`src/rtl/ysyx_25030085_seq_ctrl.sv`:
```
// Multi-cycle fetch/execute sequencer for the ysyx_25030085 core: owns the PC and the
// latched instruction, and drives the fetch and data-memory valid/ready handshakes.
module ysyx_25030085_seq_ctrl #(
  parameter logic [31:0] RESET_PC = 32'h8000_0000,
  parameter int unsigned TIMEOUT  = 255
) (
  input  logic        clk,
  input  logic        rst,
  output logic        if_req_valid,
  input  logic        if_req_ready,
  output logic [31:0] if_req_addr,
  input  logic        if_rsp_valid,
  input  logic [31:0] if_rsp_data,
  output logic [31:0] inst,
  output logic [31:0] pc,
  input  logic        is_load,
  input  logic        is_store,
  input  logic        is_ebreak,
  input  logic [31:0] next_pc,
  output logic        mem_req_valid,
  input  logic        mem_req_ready,
  input  logic        mem_rsp_valid,
  output logic        reg_we,
  output logic        halted,
  output logic        fault
);

  localparam int unsigned      CNT_W    = $clog2(TIMEOUT + 1);
  localparam logic [CNT_W-1:0] CNT_LAST = CNT_W'(TIMEOUT - 1);
  localparam logic [31:0]      NOP_INST = 32'h0000_0013;

  typedef enum logic [3:0] {
    S_IDLE, S_FETCH, S_FWAIT, S_EXEC, S_MEM, S_MWAIT, S_WB, S_HALT, S_FAULT
  } state_e;

  state_e           r_state;
  state_e           w_next_state;
  logic [31:0]      r_pc;
  logic [31:0]      r_inst;
  logic [CNT_W-1:0] r_cnt;
  logic             w_timeout;

  // The last permitted waiting cycle; a response in that same cycle still wins.
  assign w_timeout = (r_cnt == CNT_LAST);

  // NOTE: sequential state uses non-blocking assignments so every register samples
  // pre-edge values, independent of the order the always blocks are evaluated in.
  always_ff @(posedge clk or negedge rst) begin
    if (!rst) r_state <= S_IDLE;
    else      r_state <= w_next_state;
  end

  // NOTE: every signal written here gets a default first, so no path can leave it
  // unassigned and infer a latch.
  always_comb begin
    w_next_state = r_state;
    case (r_state)
      S_IDLE:  w_next_state = S_FETCH;
      S_FETCH: if (if_req_ready) w_next_state = S_FWAIT;
      S_FWAIT: begin
        if (if_rsp_valid)   w_next_state = S_EXEC;
        else if (w_timeout) w_next_state = S_FAULT;
      end
      S_EXEC: begin
        if (is_ebreak)                w_next_state = S_HALT;
        else if (is_load || is_store) w_next_state = S_MEM;
        else                          w_next_state = S_WB;
      end
      S_MEM:   if (mem_req_ready) w_next_state = S_MWAIT;
      S_MWAIT: begin
        if (mem_rsp_valid)  w_next_state = S_WB;
        else if (w_timeout) w_next_state = S_FAULT;
      end
      S_WB:    w_next_state = S_FETCH;
      S_HALT:  w_next_state = S_HALT;
      S_FAULT: w_next_state = S_FAULT;
      default: w_next_state = S_IDLE;
    endcase
  end

  // Request valids depend on state alone, so they can never drop before their ready.
  always_comb begin
    if_req_valid  = 1'b0;
    mem_req_valid = 1'b0;
    reg_we        = 1'b0;
    halted        = 1'b0;
    fault         = 1'b0;
    case (r_state)
      S_FETCH: if_req_valid  = 1'b1;
      S_MEM:   mem_req_valid = 1'b1;
      S_WB:    reg_we        = ~is_store;
      S_HALT:  halted        = 1'b1;
      S_FAULT: fault         = 1'b1;
      default: ;
    endcase
  end

  // PC moves only in WB and the instruction only in FWAIT, keeping both stable for decode.
  always_ff @(posedge clk or negedge rst) begin
    if (!rst) begin
      r_pc   <= RESET_PC;
      r_inst <= NOP_INST;
      r_cnt  <= '0;
    end else begin
      case (r_state)
        S_FETCH: if (if_req_ready) r_cnt <= '0;
        S_FWAIT: begin
          if (if_rsp_valid) r_inst <= if_rsp_data;
          else              r_cnt  <= r_cnt + CNT_W'(1);
        end
        S_MEM:   if (mem_req_ready) r_cnt <= '0;
        S_MWAIT: if (!mem_rsp_valid) r_cnt <= r_cnt + CNT_W'(1);
        S_WB:    r_pc <= next_pc;
        default: ;
      endcase
    end
  end

  assign if_req_addr = r_pc;
  assign pc          = r_pc;
  assign inst        = r_inst;

endmodule
```
`config.mk`:
```
export PLATFORM = sky130hd
export DESIGN_NAME = ysyx_25030085_seq_ctrl
export DESIGN_NICKNAME = d
export VERILOG_FILES = /design/src/rtl/ysyx_25030085_seq_ctrl.sv
export SDC_FILE = /design/constraint.sdc
export NUM_CORES = 1
export LEC_CHECK = 0
export CORE_MARGIN = 3
export CORE_UTILIZATION = 44
export CTS_CLUSTER_SIZE = 30
export DETAILED_ROUTE_END_ITERATION = 10
export PLACE_DENSITY_LB_ADDON = 0.3
export REMOVE_ABC_BUFFERS = 1
export SETUP_SLACK_MARGIN = 0.1
export SLEW_MARGIN = 0
export SYNTH_ARGS = -nofsm -noshare
export SYNTH_HDL_FRONTEND = slang
export SYNTH_SLANG_ARGS = --single-unit
```
`constraint.sdc`:
```
create_clock -name clk -period 4.9 [get_ports clk]
set_input_delay 0.735 -clock clk [delete_from_list [all_inputs] [get_ports clk]]
set_output_delay 0.735 -clock clk [all_outputs]
set_load 0.02 [all_outputs]
```
After elaboration in Yosys (flattened, before gate mapping)
Cells that the tools add are included.
- $add $sub $neg: 1
- equality and inequality tests: 13
- multiplexer cells: 18
- bitwise logic cells: 1
- reductions and logical operators: 7
- operator list (cell ; number):
    two-way mux 8 bit ; 4
    one-hot mux 4 bit (8 select lines) ; 1
    one-hot mux 8 bit (4 select lines) ; 1
    two-way mux 4 bit ; 5
    equality test 4 x 3 -> 1 bit (second input constant) ; 4
    adder 8 x 1 -> 8 bit (second input constant) ; 1
    equality test 4 x 2 -> 1 bit (second input constant) ; 2
    equality test 8 bit (second input constant) ; 1
    != test 2 bit (second input constant) ; 4
    two-way mux 1 bit ; 5
    AND reduction 5 bit ; 1
    equality test 4 x 1 -> 1 bit (second input constant) ; 1
    equality test 4 bit (second input constant) ; 1
    zero test 4 bit ; 1
    two-way mux 2 bit ; 2
    AND reduction 2 bit ; 2
    nonzero test 4 bit ; 1
    OR reduction 2 bit ; 1
    logical OR 1 bit ; 1
    NOT 1 bit ; 1
- register bits after elaboration: 76
- output and inout port bits: 101
- logic and storage cells: 44

Logic depth before layout (Yosys ltp)
- word-level depth: 4
- gate-level depth with buffers: 6

Least setup slack after synthesis
Ideal clock, no wire load.
- path type: flip-flop to output port
- start point: register r_state[3]
- end point: output port reg_we
- data arrival time: 1605 ps
- setup slack: 2560 ps
- cell stages (with the launch flop): 7
- cell sequence: dfrtp_1 -> buf_2 -> inv_1 -> nand2_1 -> nor3b_4 -> buf_6 -> nor2b_1
- word-level cells in the longest chain between the ends: 2
- RTL lines (element ; line ; text):
    from (decl) ; 36 ; state_e r_state;
    from (signal assigned) ; 50 ; else r_state <= w_next_state;
    equality test 4 x 3 -> 1 bit ; 88 ; case (r_state)
    two-way mux 1 bit ; 88 ;
    to (decl) ; 23 ; output logic reg_we,
Every way passes these cells.

Final worst setup path
- start point: register r_state[2]
- end point: output port reg_we
Same word-level chain as after synthesis.

==> flow_metrics.env <==
export IMPL_syn_to_final_growth_pct=49.8
export IMPL_synth_edff_count=0
export IMPL_multi_input_area_mm2=0.00128
export IMPL_die_h_um=95.5
export IMPL_drtIter0Drc=142
export IMPL_syn_cell_area_mm2=0.00353
export IMPL_cts_root_buf="clkbuf_8"
export IMPL_core_area_mm2=0.00777
export IMPL_finalHoldViolCount=0
export IMPL_ys_types=41
export IMPL_cts_sinks=76
export IMPL_hp_class="flip-flop to flip-flop"
export IMPL_grt_pass1_vias=2624
export IMPL_io_buffer_count=173
export IMPL_synthTopCellsByArea="dfrtp_1, mux2_2, buf_4"
export IMPL_tightest_slew_ns=0.947
export IMPL_seqCellArea_mm2=0.00191
export IMPL_yosysTopAreaCellShare_pct=51.1
export IMPL_syn_avg_cell_area_um2=12.9
export IMPL_final_common_cell="clkdlybuf4s50_1"
export IMPL_cts_tree="done"
export IMPL_die_area_mm2=0.00912
export IMPL_grt_max_degree=77
export IMPL_setup_viol=0
export IMPL_slew_violations=0
export IMPL_finClkSkew_ns=0.0109
export IMPL_grt_overflow=0
export IMPL_final_area_mm2=0.00528
export IMPL_gp_routability_congestion=0.893
export IMPL_dr_pass1_iters=4
export IMPL_post_route_period_util_pct=60.9
export IMPL_post_cts_setup_buffer_count=0
export IMPL_power_density_mw_per_mm2=700
export IMPL_cts_buffers=9
export IMPL_avgViaCountPerCell=5.10
export IMPL_holdBufCountCts=0
export IMPL_fin_tns_setup_ns=0
export IMPL_grt_use_total_pct=19.2
export IMPL_final_min_clock_period_ns=2.98
export IMPL_required_ns=4.16
export IMPL_synthFlopType="dfrtp_1"
export IMPL_final_cell_mix="clkdlybuf4s50_1, dfrtp_1, mux2_2"
export IMPL_ant_nets=0
export IMPL_grt_pass1_wl_um=13300
export IMPL_yosys_register_bits=76
export IMPL_vias=2662
export IMPL_clockBufferDepth=2
export IMPL_crit_type="flip-flop to output pin"
export IMPL_relSlewSlack_pct=36.9
export IMPL_clk_pin_slew_ns=0.08
export IMPL_antenna_found_initial=0
export IMPL_irDropWorstVdd_mv=0.324
export IMPL_hpwl_um=6680
export IMPL_cts_resized=0
export IMPL_placed_area_mm2=0.00508
export IMPL_critPathArrivalTime_ns=2.25
export IMPL_p_leak_nw=2.19
export IMPL_startpoint_type="flip-flop"
export IMPL_async_flop_share_pct=100
export IMPL_postSynthCellCount=273
export IMPL_maxCapViolCount=0
export IMPL_yosysTopAreaCell="dfrtp_1"
export IMPL_routedWlPerCell_um=17.0
export IMPL_total_power_mw=3.70
export IMPL_fillers=588
export IMPL_ys_seq_area_share_pct=54.1
export IMPL_die_w_um=95.5
export IMPL_diodes=0
export IMPL_io_pins=174
export IMPL_start_util_pct=45.4
export IMPL_rows=32
export IMPL_fmax_ghz=0.335
export IMPL_htree_num_levels=3
export IMPL_rsz0062_at_grt="false"
export IMPL_yosys_warnings=0
export IMPL_status="finished clean"
export IMPL_drive_gt1_share_pct=21.4
export IMPL_drc=0
export IMPL_nets=490
export IMPL_cp_max_fo=17
export IMPL_cp_end_kind="output pin"
export IMPL_wl_um=8900
export IMPL_clk_latency_ns=0.34
## report_power, final
group          internal [mW]  switching (mW)
Combinational           1.07           0.970
Clock                  0.248           0.233
Sequential             0.929           0.243
## critical path: stages, from the launching register on
cell	delay (ns)
dfrtp_1	0.66
nand2_1	0.21
nor3b_4	0.23
nor2b_1	0.16
clkdlybuf4s50_1	0.65
## cell usage after synthesis, types with 2 or more instances
| master | instances |
|---|---|
| o21ai_0 | 6 |
| inv_1 | 5 |
| and3_1 | 2 |
| nand3b_1 | 2 |
| nor2b_1 | 3 |
| dfstp_2 | 4 |
| clkbuf_1 | 2 |
| a41oi_1 | 2 |
| buf_4 | 32 |
| nand3_1 | 6 |
| nor2_1 | 8 |
| nand2_1 | 12 |
| buf_6 | 3 |
| buf_2 | 7 |
| dfrtp_1 | 72 |
| mux2_1 | 6 |
| a21oi_1 | 5 |
| nor3_1 | 4 |
| nand2b_1 | 2 |
| a31oi_1 | 8 |
| ha_1 | 2 |
| nor4_1 | 2 |
| mux2_2 | 60 |
## worst paths after layout
path	slack, ns	cells after the start	startpoint	endpoint
max	1.92	4	r_state[2]	reg_we
min	0.50	1	r_cnt[7]	r_cnt[7]
max reg2reg	2.86	4	r_state[0]	r_cnt[1]
min reg2reg	0.50	1	r_cnt[7]	r_cnt[7]
max in group asynchronous	3.75	1	rst	r_state[3]
min in group asynchronous	0.53	1	rst	if_req_addr[9]
## through the flow
| step | setup slack [ns] | utilization [%] | std cells | hold slack [ns] |
|---|---|---|---|---|
| 6_report | 1.92 | 68.0 | 522 | 0.501 |
| 3_3_place_gp | 2.14 | 65.4 | 506 | 0.479 |
| 4_1_cts | 1.89 | 68.0 | 522 | 0.500 |
| 2_1_floorplan | 2.04 | - | 229 | 0.439 |
| 3_5_place_dp | 2.15 | 65.4 | 506 | 0.487 |
| 5_1_grt | 1.74 | 68.0 | 522 | 0.520 |
## registers in the layout, summed over array words and instances, names as in the netlist
signal and flops:
inst 32, r_cnt 8, r_state 4, if_req_addr 32
## cell type report
class                   count  area share [%]
repair buffers            175            33.0
clock inverters             6            1.16
multi-input cells         148            24.3
flip-flops and latches     76            36.1
clock buffers              10            2.61
inverters                   5           0.355
well taps                 102            2.42
## kinds of logic (layout without fill, tap and decap cells)
group / Yosys count / count (layout) / synth area share [%]
buf+inv: 49 / 196 / 9.51
compound gates: 29 / 29 / 5.68
mux: 66 / 66 / 21.1
simple gates: 51 / 51 / 8.94
flops: 76 / 76 / 54.1
fa+ha+maj: 2 / 2 / 0.710
## metal layers
| metal | vias to the layer above | track usage [%] | part of all wire, % |
|---|---|---|---|
| met5 | - | 0 | 0 |
| met4 | 0 | 6.16 | 1.5 |
| met3 | 11 | 6.87 | 9.6 |
| met2 | 121 | 33.2 | 53 |
| met1 | 1305 | 22.2 | 36 |
| li1 | 1225 | - | - |
Note: power is estimated with default switching activity, not from simulation.
==> patch 1, RTL diff (same settings) <==
The 9 states of `state_e` get a one-hot encoding in 9 bits.
--- a/src/rtl/ysyx_25030085_seq_ctrl.sv
+++ b/src/rtl/ysyx_25030085_seq_ctrl.sv
@@ -31,4 +31,4 @@
 
-  typedef enum logic [3:0] {
-    S_IDLE, S_FETCH, S_FWAIT, S_EXEC, S_MEM, S_MWAIT, S_WB, S_HALT, S_FAULT
+  typedef enum logic [8:0] {
+    S_IDLE = 9'b000000001, S_FETCH = 9'b000000010, S_FWAIT = 9'b000000100, S_EXEC = 9'b000001000, S_MEM = 9'b000010000, S_MWAIT = 9'b000100000, S_WB = 9'b001000000, S_HALT = 9'b010000000, S_FAULT = 9'b100000000
   } state_e;
Formal check against the unedited RTL: no difference found for any inputs over 10 cycles, from zero or initial values and one cycle with rst low; not proved beyond that.
==> patch 1 against the unedited design <==
Wire length is 4.0% higher; synthesized cell count grew 6.6%; setup slack lost 420 ps; count of clock-buffer cells in the layout is 1 higher; cell area increased by 6.5%; clock power up 22%; total power is 29% lower; area after synthesis up 9.8%; sequential cell count up 5; sequential power decreased by 15%.
==> patch 1: results (changes against the unedited design) <==
comb_multi_in 155 (+4.7%); Signal buf overhead 0.310 (-0.0201); Top delay family on crit path buffers and inverters; first-pass GRT wire length 14.9 mm (+12%); DR iter-0 viols 86 (-39%); Via-to-Cell Ratio 5.00 (-1.9%); Non-clock buffers 175 (unchanged); largest net degree at the start of global routing 82 (+6.5%); All-Layer GR Usage 0.190 (-0.00184); clock network area share 0.0434 (+0.00571); hpwl dp 6.80 mm (+1.8%); Post-Syn Area per Cell 13.3 sq um (+3.0%); Layout fillers 618 (+5.1%); gpl congestion 0.846 (-5.3%); Post-Synth Adder-Cell Area 0.00646 (-0.000635); mux contribution to synthesized area 0.217 (+0.00634); clkbuf count 11 (+1); CP arrival 2670 ps (+420 ps); layout cell share with drive strength beyond 1 0.211 (-0.00279); Worst VDD drop 346 uV (+6.8%); Hold Path Class register to register; main combinational cell family by area after synthesis multiplexers; # port buffers 173 (unchanged); seq_cells 81 (+6.6%); Final nets 505 (+3.1%); Hold Startpoint r_cnt[5]; Synth area leaders dfrtp_1 49%, mux2_4 11%, mux2_2 10%; CTS clock-pin slew for the worst setup and hold paths 80 ps (about the same); DRT antenna net count 0 (unchanged); Rel. slew slack 0.349 (-0.0198); Seq/total area 0.362 (+0.000455); postcts setup bufs 0 (unchanged); total leakage power 2.44 nW (+11%); vias in the first global route 2992 (+14%); Worst path max stage delay 620 ps (-40 ps); XOR/XNOR Fraction of Synth Area 0.0136 (+0.0136); Reg area 2030 sq um (+6.6%); drt total wl 9.25 mm (+4.0%); fraction of area in multi-input gates 0.256 (+0.0130); final std cells w/o fill 540 (+3.4%); dpl cells 524 (+3.6%); ranking of synthesized cells by instance count 76 x dfrtp_1, 36 x mux2_2, 32 x buf_4, 29 x mux2_4; inverter count 8 (+3); Netlist cell types 45 (+9.8%); P_sw 836 uW (-42%); CP max-delay cell clkdlybuf4s50_1; Num CTS Buffers 9 (unchanged); placed standard-cell area 5380 sq um (+5.9%); antenna violations before repair 0 (unchanged); Clock Skew 5.88 ps (-5.00 ps); crit path max fanout 33 (+16); diode count 0 (unchanged); Site Rows 33 (+3.1%); Seq/Total Area, Yosys 0.525 (-0.0158); status completed; Setup WS pre-CTS 1870 ps (-280 ps); Reg2Reg Launch Point r_state[5]; Compound-Gate Fraction of Synth Area 0.0456 (-0.0112)
-- patch 1: final timing paths --
check	end	slack (ps)	depth (start not counted)
setup / recovery	reg_we	1500	5
hold reg to reg	r_cnt[5]	500	1
min in group asynchronous	inst[20]	540	1
setup reg to reg	r_cnt[1]	2510	4
hold / removal	r_cnt[5]	500	1
max in group asynchronous	r_state[6]	3730	1
-- patch 1: power by group through the flow --
stage,Sequential (mW),Clock (mW),Combinational (mW)
floorplan,1.17,0,0.366
finish,0.989,0.589,1.04
CTS,0.990,0.604,1.05
global placement,0.988,0,1.04
detailed placement,0.987,0,1.05
global route,1.02,0.627,1.11
-- patch 1: logic make-up after synthesis --
family	Yosys count
and+or+nand+nor	55
xor gates and xnor gates	6
DFF	81
buffers and inverters	55
muxes	65
AOI/OAI and AO/OA	27
adders and majority gates	2
-- patch 1: metal layers --
layer	vias to the layer above	track usage	wire length (um)
met4	0	0.0515	121
met3	10	0.0862	919
li1	1274	-	-
met2	115	0.307	4460
met1	1303	0.231	3760
met5	-	0	0
==> patch 2, RTL diff (same settings) <==
Without the edit above. Change the parameter `TIMEOUT` from 255 to 510.
--- a/src/rtl/ysyx_25030085_seq_ctrl.sv
+++ b/src/rtl/ysyx_25030085_seq_ctrl.sv
@@ -4,3 +4,3 @@
   parameter logic [31:0] RESET_PC = 32'h8000_0000,
-  parameter int unsigned TIMEOUT  = 255
+  parameter int unsigned TIMEOUT  = 510
 ) (
Check against the original RTL: same outputs for any inputs over 10 cycles, from zero or initial values and one cycle with rst low; that may be too few to reach the edited logic, so the function may still have changed.
==> patch 2 against the unedited design <==
Via count is 0.75% lower; area after synthesis is 0.46% higher; cell area rose by 0.50%; critical path type unchanged; count of clock-buffer cells in the layout shrank 1; cell count decreased by 0.38%; sequential share of layout area is 0.29 points higher; setup slack worse by 42 ps; first-iteration DRC count shrank 51%; wire length is 0.94% lower; sequential cell count is 1 higher.
Power is left out: it rests on default switching activity, and per cell area and clock period it moved more than threefold.
==> patch 2: results (changes against the unedited design) <==
Min-Delay Endpoint r_cnt[6]; worst slew pin tran 946 ps (-0.513 ps); Worst path max stage delay 780 ps (+120 ps); Via-to-Cell Ratio 5.08 (-0.37%); hpwl dp 6.70 mm (+0.29%); drt wl/cell 16.9 um (-0.56%); final std cells w/o fill 520 (-0.38%); DR iter-0 viols 69 (-51%); Clock Skew 6.27 ps (-4.61 ps); Seq/Total Area, Yosys 0.545 (+0.00458); ranking of synthesized cells by instance count 73 x dfrtp_1, 62 x mux2_1, 38 x buf_4, 7 x a31oi_1, 7 x nor2_1; final hold slack 483 ps (-18.2 ps); Netlist cell types 43 (+4.9%); first-pass GRT wire length 13.4 mm (+0.93%); Layout fillers 582 (-1.0%); All-Layer GR Usage 0.195 (+0.00292); layout cell share with drive strength beyond 1 0.0718 (-0.143); status completed; dpl cells 505 (-0.20%); largest net degree at the start of global routing 78 (+1.3%); Synth area leaders dfrtp_1 52%, mux2_1 20%, buf_4 8.1%; reg-to-reg endpoint inst[21]; CP arrival 2290 ps (+40 ps); crit path max fanout 19 (+2); Final nets 489 (-0.20%); Post-Synthesis Cells 273 (unchanged); worst reg2reg setup slack 2730 ps (-130 ps); vias in the first global route 2567 (-2.2%)
[patch 2: cell type report]
| cell class | instances | area share |
|---|---|---|
| tap | 102 | 0.0241 |
| sequential | 77 | 0.364 |
| clock inverter | 6 | 0.0167 |
| clock buffer | 9 | 0.0233 |
| inverter | 5 | 0.00354 |
| multi-input combinational | 146 | 0.240 |
| timing repair buffer | 175 | 0.329 |
[patch 2: logic make-up after synthesis]
group                    share of synthesized area
multiplexers                                 0.207
buffers and inverters                       0.0975
AND/OR/NAND/NOR                             0.0795
AO/OA/AOI/OAI                               0.0639
adder cells (fa/ha/maj)                    0.00706
flip-flops                                   0.545
[patch 2: per-stage QoR]
stage               utilization  instance area, sq um  setup slack, ps
detailed placement        0.656                  5090             2120
CTS                       0.683                  5310             1890
finish                    0.683                  5310             1870
global route              0.683                  5310             1740
floorplan                     -                  3220             2300
global placement          0.656                  5090             2140
[patch 2: routing by layer]
metal / GRT usage / up-vias / part of all wire
li1: - / 1223 / -
met1: 0.219 / 1305 / 0.37
met2: 0.356 / 101 / 0.54
met3: 0.0453 / 13 / 0.071
met4: 0.0746 / 0 / 0.020
met5: 0 / - / 0
[patch 2: worst max path at each step]
| stage | from | slack, ps | endpoint |
|---|---|---|---|
| global placement | is_store | 2140 | reg_we |
| finish | r_state[0] | 1870 | if_req_valid |
| global route | r_state[0] | 1740 | if_req_valid |
| floorplan | r_state[2] | 2300 | if_req_addr[0] |
| CTS | r_state[0] | 1890 | if_req_valid |
| detailed placement | is_store | 2120 | reg_we |
